$ cat config.mk
export PLATFORM = sky130hd
export DESIGN_NAME = dmem_arbiter
export DESIGN_NICKNAME = d
export VERILOG_FILES = /design/src/rtl/dmem_arbiter.sv
export SDC_FILE = /design/constraint.sdc
export NUM_CORES = 1
export LEC_CHECK = 0
export CAP_MARGIN = 10
export CORE_AREA = 3 3 115 117
export DETAILED_ROUTE_END_ITERATION = 10
export DIE_AREA = 0 0 118 120
export GPL_TIMING_DRIVEN = 0
export PLACE_DENSITY = 0.72
export RECOVER_POWER = 100
export SYNTH_ARGS = -nofsm -noshare
export SYNTH_HDL_FRONTEND = slang
export SYNTH_SLANG_ARGS = --single-unit
$ cat constraint.sdc
create_clock -name clk -period 2.7 [get_ports clk]
set_input_delay 0.675 -clock clk [delete_from_list [all_inputs] [get_ports clk]]
set_output_delay 0.675 -clock clk [all_outputs]
set_load 0.005 [all_outputs]
$ cat src/rtl/dmem_arbiter.sv
// Round-robin arbiter sharing one data memory port between the core (m0) and a debug/DMA loader (m1).
// Define MEM_ARB_TIMEOUT_EN to bound locked bursts to MAX_LOCK grants while the other side waits.
`timescale 1ns/1ps

module dmem_arbiter #(
   parameter int AW       = 32,
   parameter int DW       = 32,
   parameter int MAX_LOCK = 16
) (
   input  logic          clk,
   input  logic          areset,

   input  logic          m0_req,
   input  logic          m0_we,
   input  logic [AW-1:0] m0_addr,
   input  logic [DW-1:0] m0_wdata,
   input  logic          m0_lock,
   output logic          m0_gnt,
   output logic          m0_rvalid,
   output logic [DW-1:0] m0_rdata,

   input  logic          m1_req,
   input  logic          m1_we,
   input  logic [AW-1:0] m1_addr,
   input  logic [DW-1:0] m1_wdata,
   input  logic          m1_lock,
   output logic          m1_gnt,
   output logic          m1_rvalid,
   output logic [DW-1:0] m1_rdata,

   output logic          mem_we,
   output logic [AW-1:0] mem_addr,
   output logic [DW-1:0] mem_wd,
   input  logic [DW-1:0] mem_rd,

   output logic [1:0]    owner,
   output logic          lock_err
);

   // state  | meaning
   // IDLE   | no owner; port muxed to m0, writes disabled
   // OWN0   | m0 owns the port; m0_gnt follows m0_req
   // OWN1   | m1 owns the port; m1_gnt follows m1_req
   typedef enum logic [1:0] {
      S_IDLE = 2'b00,
      S_OWN0 = 2'b01,
      S_OWN1 = 2'b10
   } state_t;

   state_t state;
   logic   last;
   logic   rd0;
   logic   rd1;

   if (MAX_LOCK < 2) begin : g_bad_max_lock
      $error("dmem_arbiter: MAX_LOCK must be at least 2");
   end

`ifdef MEM_ARB_TIMEOUT_EN
   localparam int CW = $clog2(MAX_LOCK);
   localparam logic [CW-1:0] CNT_MAX = CW'(MAX_LOCK - 1);
   logic [CW-1:0] lock_cnt;
`else
   assign lock_err = 1'b0;
`endif

   // Grants are gated by reset so nothing reaches memory while the FSM state is stale.
   assign m0_gnt   = ~areset & (state == S_OWN0) & m0_req;
   assign m1_gnt   = ~areset & (state == S_OWN1) & m1_req;
   assign rd0      = m0_gnt & ~m0_we;
   assign rd1      = m1_gnt & ~m1_we;

   assign mem_addr = (state == S_OWN1) ? m1_addr  : m0_addr;
   assign mem_wd   = (state == S_OWN1) ? m1_wdata : m0_wdata;
   assign mem_we   = (m0_gnt & m0_we) | (m1_gnt & m1_we);
   assign owner    = state;

   always_ff @(posedge clk) begin
      if (areset) begin
         state     <= S_IDLE;
         last      <= 1'b1;
         m0_rvalid <= 1'b0;
         m1_rvalid <= 1'b0;
         m0_rdata  <= '0;
         m1_rdata  <= '0;
`ifdef MEM_ARB_TIMEOUT_EN
         lock_cnt  <= '0;
         lock_err  <= 1'b0;
`endif
      end else begin
         m0_rvalid <= rd0;
         m1_rvalid <= rd1;
         if (rd0) m0_rdata <= mem_rd;
         if (rd1) m1_rdata <= mem_rd;
`ifdef MEM_ARB_TIMEOUT_EN
         lock_err  <= 1'b0;
`endif
         case (state)
            S_IDLE: begin
`ifdef MEM_ARB_TIMEOUT_EN
               lock_cnt <= '0;
`endif
               if (m0_req && (!m1_req || last)) begin
                  state <= S_OWN0;
                  last  <= 1'b0;
               end else if (m1_req) begin
                  state <= S_OWN1;
                  last  <= 1'b1;
               end
            end

            S_OWN0: begin
               if (m0_req && m0_lock) begin
`ifdef MEM_ARB_TIMEOUT_EN
                  if (m1_req && lock_cnt == CNT_MAX) begin
                     state    <= S_OWN1;
                     last     <= 1'b1;
                     lock_cnt <= '0;
                     lock_err <= 1'b1;
                  end else if (lock_cnt != CNT_MAX) begin
                     lock_cnt <= lock_cnt + 1'b1;
                  end
`else
                  state <= S_OWN0;
`endif
               end else begin
`ifdef MEM_ARB_TIMEOUT_EN
                  lock_cnt <= '0;
`endif
                  if (m1_req) begin
                     state <= S_OWN1;
                     last  <= 1'b1;
                  end else if (!m0_req) begin
                     state <= S_IDLE;
                  end
               end
            end

            S_OWN1: begin
               if (m1_req && m1_lock) begin
`ifdef MEM_ARB_TIMEOUT_EN
                  if (m0_req && lock_cnt == CNT_MAX) begin
                     state    <= S_OWN0;
                     last     <= 1'b0;
                     lock_cnt <= '0;
                     lock_err <= 1'b1;
                  end else if (lock_cnt != CNT_MAX) begin
                     lock_cnt <= lock_cnt + 1'b1;
                  end
`else
                  state <= S_OWN1;
`endif
               end else begin
`ifdef MEM_ARB_TIMEOUT_EN
                  lock_cnt <= '0;
`endif
                  if (m0_req) begin
                     state <= S_OWN0;
                     last  <= 1'b0;
                  end else if (!m1_req) begin
                     state <= S_IDLE;
                  end
               end
            end

            default: state <= S_IDLE;
         endcase
      end
   end

endmodule

## After elaboration in Yosys (flattened, before gate mapping)

Index checks and enable logic that the tools add are counted.

- Word-level logic and storage cells: 52
- Register bits after elaboration: 69
- Output and inout bits: 136
- Bits of input ports: 168

- Mux-type cells: 17
- Bitwise operators: 12
- Equal/unequal tests: 8
- Reduce and logical (&&, ||, !) cells: 9

Operator list:

| operator | number |
|---|---|
| 32-bit 2-to-1 mux | 2 |
| 2-bit 2-to-1 mux | 8 |
| 1-bit AND | 8 |
| 4-bit by 3-bit inequality test with 1-bit output, second input constant | 2 |
| 2-bit inequality test, second input constant | 3 |
| 2-bit case mux with 3 select lines | 1 |
| 1-bit 2-to-1 mux | 5 |
| 4-bit AND reduction | 1 |
| 1-bit logical AND | 3 |
| 3-bit inequality test, second input constant | 1 |
| 1-bit NOT | 3 |
| 1-bit case mux with 3 select lines | 1 |
| 3-bit AND reduction | 1 |
| 3-bit nonzero test | 1 |
| 2-bit by 1-bit equality test with 1-bit output, second input constant | 1 |
| 2-bit equality test, second input constant | 1 |
| 2-bit zero test | 1 |
| 1-bit zero test | 1 |
| 1-bit logical OR | 1 |
| 1-bit OR | 1 |

## Longest topological paths before layout

- Depth after elaboration: 5
- Mapped depth: 9
- Gate-level depth less buffers: 7

## Least setup slack after synthesis

Ideal clock, no wire load.

- Path type: register -> output
- Start: register state[0], in the netlist owner[0]
- End: output mem_addr[22]
- Slack: 0.478 ns
- Stages on the path, launching flop included: 6
- Path buffers: 2
- Data required time: 2.025 ns
- Data arrival time: 1.547 ns
- Cells stage by stage: dfxtp_1 > inv_1 > ha_1 > clkbuf_1 > buf_2 > mux2_2

- Word-level cells in the longest chain between the ends: 2

RTL lines:

| item | RTL line | RTL |
|---|---|---|
| from (decl) | 50 | `state_t state;` |
| from (signal assigned) | 80 | `state <= S_IDLE;` |
| from (signal assigned) | 104 | `state <= S_OWN0;` |
| from (signal assigned) | 107 | `state <= S_OWN1;` |
| 2-bit equality test | 73 | `assign mem_addr = (state == S_OWN1) ? m1_addr : m0_addr;` |
| 32-bit 2-to-1 mux | 73 |  |
| to (decl) | 32 | `output logic [AW-1:0] mem_addr,` |

Every way passes these cells.

## Final worst setup path

- Start: register state[0], in the netlist owner[0]
- End: output mem_addr[7]

The elaborated chain is that of the path after synthesis.

==> results.sh <==
export IMPL_tightest_slew_ns=0.511
export IMPL_fin_crit_ns=2.67
export IMPL_routedWlPerCell_um=16.5
export IMPL_fin_skew_ns=0.00790
export IMPL_antenna_found_initial=0
export IMPL_n_antenna_cell=0
export IMPL_crit_type="flip-flop to output port"
export IMPL_synth_edf_count=0
export IMPL_viasPerCell=4.45
export IMPL_rows=41
export IMPL_ys_types=30
export IMPL_first_pass_iters=5
export IMPL_max_stage_delay_ns=0.49
export IMPL_crit_chain="inv_2 -> ha_4 -> buf_4 -> mux2_2 -> clkdlybuf4s50_1"
export IMPL_grt_max_degree=13
export IMPL_tns_ns=0
export IMPL_status="finished clean"
export IMPL_htree_levels=3
export IMPL_hold_violations=0
export IMPL_cp_start_kind="flip-flop"
export IMPL_post_dp_hpwl_um=12300
export IMPL_fin_nets=892
export IMPL_via_count=3987
export IMPL_ys_flop_type="dfxtp_1"
export IMPL_drcViolationCount=0
export IMPL_gp_congestion=0.892
export IMPL_fillCellCount=1156
export IMPL_syn_cell_area_mm2=0.00338
export IMPL_yosysWarnings=0
export IMPL_dp_cells=873
export IMPL_holdCritStartpoint="m0_rdata[22]"
export IMPL_required_ns=2.03
export IMPL_wl_um=14800
export IMPL_regToRegStartpoint="owner[1]"
export IMPL_multi_input_area_mm2=0.00179
export IMPL_syn_inst=402
export IMPL_crit_buf_inv=3
export IMPL_seqCellArea_mm2=0.00138
export IMPL_clock_path_buffers=2
export IMPL_grt_usage_pct=19.8
export IMPL_io_pins=304
export IMPL_synthTopCellsByArea="dfxtp_1 41%, mux2_2 21%, nand2_1 15%"
export IMPL_cts_buffers=9
export IMPL_worst_path_max_delay_cell="clkdlybuf4s50_1"
export IMPL_core_mm2=0.0125
export IMPL_hold_end="m0_rdata[22]"
export IMPL_io_buffer_count=299
export IMPL_grt_pass1_vias=4078
export IMPL_dpl_instance_area_mm2=0.00659
export IMPL_total_leakage_power_nw=2.78
export IMPL_syn_nets=575
export IMPL_fmax_mhz=375
export IMPL_yosysTopAreaCell="dfxtp_1"
export IMPL_final_cell_mix="186 x clkdlybuf4s50_1, 135 x nand2_1, 69 x dlygate4sd3_1"
export IMPL_clock_latency_ns=0.32
export IMPL_critical_path_endpoint_type="output port"
export IMPL_die_y_um=120
export IMPL_slew_viol_final=0
export IMPL_power_density_mw_per_mm2=490
export IMPL_grt_pass1_wl_um=22100
export IMPL_crit_path_max_fanout=10
export IMPL_drv_cap=0
export IMPL_rsz0062_at_grt="true"
export IMPL_grt_overflow_total=0
export IMPL_ctsHoldBuffers=0
export IMPL_final_common_cell="clkdlybuf4s50_1"
export IMPL_cts_tree="built"
export IMPL_slew_limit_headroom_pct=65.9
export IMPL_drive_above_1_share_pct=14.8
export IMPL_vdd_drop_max_mv=0.266
export IMPL_finalCritPeriodShare_pct=98.8
export IMPL_hold_path_class="flip-flop to flip-flop"
export IMPL_drtIter0Drc=170
export IMPL_cts_root_buf="clkbuf_16"
export IMPL_ys_seq_elements=69
export IMPL_seq_area_frac_synth_pct=40.8
export IMPL_clkTransAtPathRegs_ns=0.06
export IMPL_setup_viol=0
export IMPL_hold_path_depth=2
export IMPL_postLayoutCellArea_mm2=0.00694
export IMPL_start_util_pct=27.1
export IMPL_hold_slack_ns=0.451
export IMPL_netlist_area_leader_share_pct=40.8
export IMPL_instances_no_fill=895
export IMPL_die_w_um=118
export IMPL_cp_top_family="buffers and inverters"
export IMPL_area_delta_synth_final_pct=105
export IMPL_cts_sinks=69
export IMPL_ant_nets=0
export IMPL_worstReg2RegEnd="m0_rdata[4]"
export IMPL_reg2regPathDepth=9
export IMPL_worstPathArrival_ns=1.99
export IMPL_syn_avg_cell_area_um2=8.42
export IMPL_regToRegSetupSlack_ns=0.47
export IMPL_async_flop_share_pct=0
export IMPL_fp_dieArea_mm2=0.0142
cell type report:
class / count / area share, %
buffer: 32 / 3.24
timing repair buffer: 306 / 43.3
clock buffer: 9 / 3.24
multi-input combinational: 294 / 25.8
inverter: 7 / 0.414
tap: 172 / 3.10
clock inverter: 6 / 0.937
sequential: 69 / 19.9
registers in the layout, summed over array words and instances (netlist names):
| register | count |
|---|---|
| last | 1 |
| m0_rdata | 32 |
| m0_rvalid | 1 |
| m1_rdata | 32 |
| m1_rvalid | 1 |
| owner | 2 |
through the flow:
step,setup slack [ns],util [%],total power [mW]
after CTS,-0.000150,55.8,3.43
after detailed placement,-0.323,52.9,2.27
final,0.0317,55.7,3.40
after global placement,-0.279,52.9,2.25
after floorplan,0.478,-,1.54
after global routing,-0.0366,55.7,3.56
worst register-to-register path: stages (launching register included):
cell        delay (ns)
dfxtp_2           0.35
inv_1             0.11
ha_2              0.23
nand2_1           0.07
or3_1             0.30
clkbuf_1          0.21
clkinvlp_2        0.22
clkbuf_1          0.39
nand2_1           0.14
a21oi_1           0.14
timing repair:
item                                    4_1_cts  5_1_grt
resized for setup                            66        8
gates cloned                                  0        1
endpoints found under the setup margin       65       15
setup buffers                                 4        2
Yosys cell counts, types with 2 or more instances:
cell	count
a21boi_0	2
a21oi_1	65
a31oi_1	2
and3_1	2
buf_1	3
buf_2	10
buf_4	3
buf_6	6
clkbuf_1	10
dfxtp_1	69
ha_1	5
inv_1	5
mux2_2	64
nand2_1	135
nor2_1	4
o31ai_1	2
or3_1	2
per-layer routing:
layer / wire, µm / global-route usage (%)
met5: 0 / 0
met4: 277 / 6.01
met3: 964 / 4.85
met2: 7850 / 37.3
met1: 5660 / 21.9
cells by family (layout without fill, tap and decap cells):
logic type | Yosys count | in the layout | synth area share (%)
compound gates | 77 | 77 | 12.3
fa+ha+maj | 5 | 5 | 1.85
buf+inv | 39 | 360 | 6.58
flops | 69 | 69 | 40.8
mux | 65 | 65 | 21.6
other cells | 1 | 1 | 0.111
simple gates | 146 | 146 | 16.8
power by group:
| part | switching [mW] | leakage, nW | internal, mW |
|---|---|---|---|
| Combinational | 0.420 | 2.08 | 0.772 |
| Sequential | 0.0243 | 0.558 | 1.05 |
| Clock | 0.426 | 0.141 | 0.709 |
| Total | 0.870 | 2.78 | 2.53 |
worst max-delay path by stage:
stage | startpoint | endpoint | slack [ns] | depth (start not counted)
2_1_floorplan | owner[0] | mem_addr[22] | 0.48 | 5
3_3_place_gp | owner[0] | mem_wd[19] | -0.28 | 6
3_5_place_dp | owner[0] | mem_wd[19] | -0.32 | 6
4_1_cts | owner[0] | mem_wd[14] | -0.0001 | 6
5_1_grt | owner[0] | mem_addr[7] | -0.04 | 5
6_report | owner[0] | mem_addr[7] | 0.03 | 5
Power figures use the tool's default switching activity.
